`src/rtl/adc_i2s_receiver.sv`:
```
// adc_i2s_receiver: deserialises the codec I2S ADC stream into left/right pairs held in a show-ahead FIFO.
// Latency: sampling pulse 3 CLOCK_50 cycles after an AUD_BCLK rise; pair visible 1 cycle after the closing LRCK pulse.
// Backpressure: none toward the codec; a pair completing into a full FIFO with no pop is dropped and sets overflow.
// Optional build macro ADC_RX_OVF_COUNT_EN adds a saturating 16-bit dropped-pair counter (overflow_count).

module adc_i2s_fifo #(
  parameter int WIDTH = 64,
  parameter int DEPTH = 8
) (
  input  logic             clk,
  input  logic             rst_n,
  input  logic             clr,
  input  logic             push_vld,
  input  logic [WIDTH-1:0] push_dat,
  input  logic             pop_rdy,
  output logic             full,
  output logic             empty,
  output logic [WIDTH-1:0] head_dat
);
  localparam int AW = $clog2(DEPTH);
  localparam logic [AW:0] LVL_FULL = (AW+1)'(DEPTH);

  logic [WIDTH-1:0] mem [DEPTH];
  logic [AW-1:0]    wr_ptr;
  logic [AW-1:0]    rd_ptr;
  logic [AW:0]      level;
  logic             do_push;
  logic             do_pop;

  // A pop frees a slot in the same cycle, so a full FIFO still accepts a push alongside it.
  assign full     = (level == LVL_FULL);
  assign empty    = (level == '0);
  assign do_pop   = pop_rdy && !empty;
  assign do_push  = push_vld && (!full || do_pop);
  assign head_dat = empty ? '0 : mem[rd_ptr];

  // Pointer and occupancy tracking; flush overrides any same-cycle push or pop.
  always_ff @(posedge clk or negedge rst_n) begin
    if (!rst_n) begin
      wr_ptr <= '0;
      rd_ptr <= '0;
      level  <= '0;
    end else if (clr) begin
      wr_ptr <= '0;
      rd_ptr <= '0;
      level  <= '0;
    end else begin
      if (do_push) wr_ptr <= wr_ptr + 1'b1;
      if (do_pop)  rd_ptr <= rd_ptr + 1'b1;
      case ({do_push, do_pop})
        2'b10:   level <= level + 1'b1;
        2'b01:   level <= level - 1'b1;
        default: level <= level;
      endcase
    end
  end

  // Storage write; contents need no reset because empty masks the head.
  always_ff @(posedge clk) begin
    if (do_push && !clr) mem[wr_ptr] <= push_dat;
  end
endmodule

module adc_i2s_receiver #(
  parameter int DATA_WIDTH = 32,
  parameter int FIFO_DEPTH = 8
) (
  input  logic                  CLOCK_50,
  input  logic                  resetn,
  input  logic                  AUD_BCLK,
  input  logic                  AUD_ADCLRCK,
  input  logic                  AUD_ADCDAT,
  input  logic                  clear_audio_in_memory,
  input  logic                  read_audio_in,
  output logic                  audio_in_available,
  output logic [DATA_WIDTH-1:0] left_channel_audio_in,
  output logic [DATA_WIDTH-1:0] right_channel_audio_in,
`ifdef ADC_RX_OVF_COUNT_EN
  output logic [15:0]           overflow_count,
`endif
  output logic                  overflow
);
  localparam int CW = $clog2(DATA_WIDTH + 1);
  localparam logic [CW-1:0] BIT_MAX = CW'(DATA_WIDTH);
  localparam logic [DATA_WIDTH-1:0] MSB_ONE = {1'b1, {(DATA_WIDTH-1){1'b0}}};

  typedef enum logic [1:0] {ST_ALIGN, ST_DELAY, ST_SHIFT} state_t;

  state_t                  state;
  state_t                  state_nxt;
  logic                    bclk_s1, bclk_s2, bclk_s3;
  logic                    lrck_s1, lrck_s2, lrck_prev;
  logic                    dat_s1, dat_s2;
  logic                    bit_pulse;
  logic                    lrck_chg;
  logic                    start_half;
  logic                    shift_en;
  logic                    latch_left;
  logic                    push_pair;
  logic                    pair_drop;
  logic                    fifo_full;
  logic                    fifo_empty;
  logic [CW-1:0]           bit_cnt;
  logic [DATA_WIDTH-1:0]   shift_reg;
  logic [DATA_WIDTH-1:0]   left_reg;
  logic [2*DATA_WIDTH-1:0] head_dat;

  // Two-flop synchronisers for the codec pins plus a third BCLK flop for edge detection.
  always_ff @(posedge CLOCK_50 or negedge resetn) begin
    if (!resetn) begin
      {bclk_s1, bclk_s2, bclk_s3} <= 3'b000;
      {lrck_s1, lrck_s2}          <= 2'b00;
      {dat_s1, dat_s2}            <= 2'b00;
    end else begin
      {bclk_s1, bclk_s2, bclk_s3} <= {AUD_BCLK, bclk_s1, bclk_s2};
      {lrck_s1, lrck_s2}          <= {AUD_ADCLRCK, lrck_s1};
      {dat_s1, dat_s2}            <= {AUD_ADCDAT, dat_s1};
    end
  end

  assign bit_pulse = bclk_s2 && !bclk_s3;
  assign lrck_chg  = bit_pulse && (lrck_s2 != lrck_prev);

  // LRCK as seen at the previous bit; also names the channel a change is closing (0 = left).
  always_ff @(posedge CLOCK_50 or negedge resetn) begin
    if (!resetn)        lrck_prev <= 1'b0;
    else if (bit_pulse) lrck_prev <= lrck_s2;
  end

  // Framing state register.
  always_ff @(posedge CLOCK_50 or negedge resetn) begin
    if (!resetn) state <= ST_ALIGN;
    else         state <= state_nxt;
  end

  // Framing next-state and datapath strobes; flush forces realignment.
  always_comb begin
    state_nxt  = state;
    start_half = 1'b0;
    shift_en   = 1'b0;
    latch_left = 1'b0;
    push_pair  = 1'b0;
    case (state)
      ST_ALIGN: if (lrck_chg && !lrck_s2) state_nxt = ST_DELAY;
      ST_DELAY: begin
        if (lrck_chg) begin
          state_nxt = ST_ALIGN;
        end else if (bit_pulse) begin
          state_nxt  = ST_SHIFT;
          start_half = 1'b1;
        end
      end
      ST_SHIFT: begin
        if (lrck_chg) begin
          state_nxt = ST_DELAY;
          if (lrck_prev) push_pair  = 1'b1;
          else           latch_left = 1'b1;
        end else if (bit_pulse && (bit_cnt < BIT_MAX)) begin
          shift_en = 1'b1;
        end
      end
      default: state_nxt = ST_ALIGN;
    endcase
    if (clear_audio_in_memory) state_nxt = ST_ALIGN;
  end

  // MSB-first capture into a left-justified register; bits past DATA_WIDTH fall away.
  always_ff @(posedge CLOCK_50 or negedge resetn) begin
    if (!resetn) begin
      shift_reg <= '0;
      bit_cnt   <= '0;
      left_reg  <= '0;
    end else if (clear_audio_in_memory) begin
      shift_reg <= '0;
      bit_cnt   <= '0;
    end else begin
      if (start_half) begin
        shift_reg <= '0;
        bit_cnt   <= '0;
      end else if (shift_en) begin
        shift_reg <= shift_reg | ({DATA_WIDTH{dat_s2}} & (MSB_ONE >> bit_cnt));
        bit_cnt   <= bit_cnt + 1'b1;
      end
      if (latch_left) left_reg <= shift_reg;
    end
  end

  adc_i2s_fifo #(
    .WIDTH (2*DATA_WIDTH),
    .DEPTH (FIFO_DEPTH)
  ) u_fifo (
    .clk      (CLOCK_50),
    .rst_n    (resetn),
    .clr      (clear_audio_in_memory),
    .push_vld (push_pair),
    .push_dat ({left_reg, shift_reg}),
    .pop_rdy  (read_audio_in),
    .full     (fifo_full),
    .empty    (fifo_empty),
    .head_dat (head_dat)
  );

  assign audio_in_available     = !fifo_empty;
  assign left_channel_audio_in  = head_dat[2*DATA_WIDTH-1:DATA_WIDTH];
  assign right_channel_audio_in = head_dat[DATA_WIDTH-1:0];
  // When full, any read is a real pop, so the pair is lost only without one.
  assign pair_drop              = push_pair && fifo_full && !read_audio_in;

  // Sticky overflow flag.
  always_ff @(posedge CLOCK_50 or negedge resetn) begin
    if (!resetn)                    overflow <= 1'b0;
    else if (clear_audio_in_memory) overflow <= 1'b0;
    else if (pair_drop)             overflow <= 1'b1;
  end

`ifdef ADC_RX_OVF_COUNT_EN
  // Saturating dropped-pair counter.
  always_ff @(posedge CLOCK_50 or negedge resetn) begin
    if (!resetn)                                  overflow_count <= '0;
    else if (clear_audio_in_memory)               overflow_count <= '0;
    else if (pair_drop && overflow_count != '1)   overflow_count <= overflow_count + 1'b1;
  end
`endif
endmodule

```
`config.mk`:
```
export PLATFORM = sky130hd
export DESIGN_NAME = adc_i2s_receiver
export DESIGN_NICKNAME = d
export VERILOG_FILES = /design/src/rtl/adc_i2s_receiver.sv
export SDC_FILE = /design/constraint.sdc
export NUM_CORES = 1
export LEC_CHECK = 0
export CORE_ASPECT_RATIO = 1.5
export CORE_MARGIN = 1
export CORE_UTILIZATION = 55
export CTS_CLUSTER_SIZE = 24
export DETAILED_ROUTE_END_ITERATION = 10
export GPL_TIMING_DRIVEN = 0
export PLACE_DENSITY = 0.74
export SYNTH_ARGS = -nofsm -noshare
export SYNTH_HDL_FRONTEND = slang
export SYNTH_SLANG_ARGS = --single-unit
```
`constraint.sdc`:
```
create_clock -name CLOCK_50 -period 6.5 [get_ports CLOCK_50]
set_clock_uncertainty 0.1 [all_clocks]
set_input_delay 1.3 -clock CLOCK_50 [delete_from_list [all_inputs] [get_ports CLOCK_50]]
set_output_delay 1.3 -clock CLOCK_50 [all_outputs]
set_load 0.02 [all_outputs]
```
==> summary.txt <==
GRT
  – First-pass GRT wire length: 73300 µm
  – Initial antenna violation count: 0
  – Gr usage total: 23.8%
  – Pin count of the biggest net entering global routing: 58
  – Vias in the first global route: 11706
  – Congestion Overflow GR: 0

Setup path
  – Crit-path max FO: 10
  – Slowest CP cell: clkbuf_1
  – Crit. Startpoint: u_fifo.level[3]
  – Crit-path max cell delay: 880 ps
  – R2R setup slack: 3070 ps
  – Required time worst endpoint: 5100 ps
  – R2R depth: 8
  – Critical path destination: right_channel_audio_in[19]
  – CP cell instances: nor4_1, clkbuf_1, clkbuf_1, nor2_1, clkdlybuf4s50_1
  – WP data arrival: 4030 ps
  – Most used cell, CP: clkbuf_1
  – Reg-to-Reg End: u_fifo.mem[0][50]
  – WS Path Type: register to output pin
  – Crit path capture type: output pin
  – CP Launch Type: register
  – Reg2reg start: state[0]

Clock tree
  – Post-CTS Setup Bufs: 0
  – Num CTS Buffers: 52
  – H-tree Lvls: 2
  – Clock sink count: 603
  – Clk root buf: clkbuf_16
  – CTS Buffer Depth: 3
  – Clock Latency Late Sink: 570 ps
  – # resized after CTS: 0
  – Register clock-pin slew on the reported worst setup and hold paths: 60 ps
  – TritonCTS clock tree: yes
  – Post-CTS Hold Fix Bufs: 0

Place
  – Placement Setup Slack: 1700 ps
  – Placed inst area: 25300 µm²
  – Dpl hpwl: 31100 µm
  – GP Congestion: 0.826
  – PortBufs: 72

Logic synthesis
  – Syn Area/Cell: 21.1 µm²
  – Distinct cells, synth: 49
  – Dominant synthesized flop cell: edfxtp_1
  – EDFF count, synth: 512
  – Yosys reg bits: 603
  – Post-Syn Instances: 1101
  – Asr flop ratio synth: 15.1%
  – Mapped Nets: 1118
  – Post-Synthesis Cell Area: 23200 µm²
  – YS warnings: 0
  – Register area share after synthesis: 76.1%

Floorplan
  – Row count: 91
  – Die area: 43000 µm²
  – Core Area: 41300 µm²
  – # IOs: 73
  – Die width: 170 µm
  – Starting Density: 56.2%
  – Die H: 254 µm

Route
  – Routed Antenna Nets: 0
  – Vias/cell: 6.08
  – DRT Pass-1 Iters: 5
  – Total Routed Length: 48700 µm
  – Number of DRC markers in iteration 0: 1027
  – # DRC: 0
  – Avg WL per Cell: 26.3 µm
  – Vias: 11259

Timing
  – Endpoints failing setup: 0
  – Slew Viols, Final: 0
  – Slew HR: 26.1%
  – Final worst path period share: 83.6%
  – Final hold viol count: 0
  – FMAX: 184 MHz
  – Worst-margin pin slew: 1110 ps
  – Setup repair after global routing missed its margin: no
  – Post-route setup slack: 1070 ps
  – Tmin final: 5430 ps

Run status
  – Run status: finished clean

Final layout
  – Fillers: 2647
  – Nets: 1270
  – Max reg flops: 512
  – Fin area: 27000 µm²
  – Share of cells above drive strength 1: 22.2%
  – ANT cells: 0
  – Area growth syn-to-layout: 16.3%

Run
  – Max Cap Viol: 0

Power
  – Total power: 9.43 mW
  – Power per standard cell area: 349 nW/µm²
  – Peak VDD IR: 0.247 mV
  – Pleak: 8.83 nW

Min path
  – Min-delay worst type: register to register
## area by class of cell
type                            count  area, µm²  share of cell area [%]
Clock buffer                       73       1520                    5.62
Inverter                            8       30.0                   0.111
Tap cell                          558        698                    2.59
Timing Repair Buffer               98       1300                    4.82
Clock inverter                     23        211                   0.783
Sequential cell                   603      17700                    65.4
Multi-Input combinational cell    428       5320                    19.7
Buffer                             62        270                    1.00
## Yosys cell counts, types with 4 or more instances
cell type  instances  area, µm²
edfxtp_1         512      15400
dfrtp_1           91       2280
a32o_1            28        280
mux4_2           128       2880
nand2b_1           6       37.5
a22o_1             4       35.0
mux2i_1           68        681
mux2_1            26        293
xnor2_1            5       43.8
buf_1             12       45.0
buf_2             24        120
nor2b_1            8       50.1
nand3_1            4       20.0
nor2_1            88        330
mux2_2            10        113
a21oi_1            5       25.0
ha_1              10        125
nand2_1            4       15.0
clkbuf_1          24       90.1
inv_1              7       26.3
## per-layer routing
| layer | up-vias | wire length, µm | track usage, % |
|---|---|---|---|
| met3 | 104 | 2650 | 2.88 |
| met1 | 5954 | 19200 | 31.3 |
| li1 | 4776 | - | - |
| met5 | - | 0 | 0 |
| met2 | 425 | 25000 | 40.4 |
| met4 | 0 | 1800 | 10.1 |
## cells by family (layout without fill, tap and decap cells)
kind of cell	after synthesis	in the layout	share of synthesized area [%]
buffers and inverters	70	264	1.29
DFF	603	603	76.1
adders and majority gates	10	10	0.539
AOI/OAI and AO/OA	50	50	2.13
muxes	232	232	17.1
xor gates and xnor gates	8	8	0.302
and+or+nand+nor	128	128	2.57
## where the power goes
part	internal [mW]	leakage, nW	switching [mW]
clock network	1.78	0.861	1.31
registers	4.16	5.79	0.0262
logic	1.01	2.19	1.15
## metrics by stage
step	TNS, ps	utilization, %	std cells	hold WS [ps]
5_1_grt	0	65.3	1853	253
4_1_cts	0	65.3	1853	250
2_1_floorplan	0	-	1101	231
6_report	0	65.3	1853	249
3_3_place_gp	-1235010	59.6	1731	232
3_5_place_dp	0	61.1	1757	235
## layout by cell type, fill, tap and decap left out, types with 26 or more instances in the layout
cell / Yosys / layout
mux4_2: 128 / 128
clkbuf_16: 0 / 54
clkbuf_1: 24 / 33
a32o_1: 28 / 28
mux2_1: 26 / 26
dfrtp_1: 91 / 91
mux2i_1: 68 / 68
clkdlybuf4s50_1: 0 / 71
edfxtp_1: 512 / 512
nor2_1: 88 / 82
## worst min path at each step
stage,depth (start not counted),endpoint,start,slack [ps]
4_1_cts,0,bclk_s2,bclk_s1,250
3_3_place_gp,0,bclk_s2,bclk_s1,230
3_5_place_dp,0,bclk_s2,bclk_s1,230
5_1_grt,0,dat_s2,dat_s1,250
2_1_floorplan,0,bclk_s2,bclk_s1,230
6_report,0,bclk_s2,bclk_s1,250
## worst max-delay path, delay by kind of cell, from the launching register on
kind	cells	cell delay (ps)
buf+inv	3	2180
simple gates	2	800
flops	1	480
(Power assumes the default switching activity.)
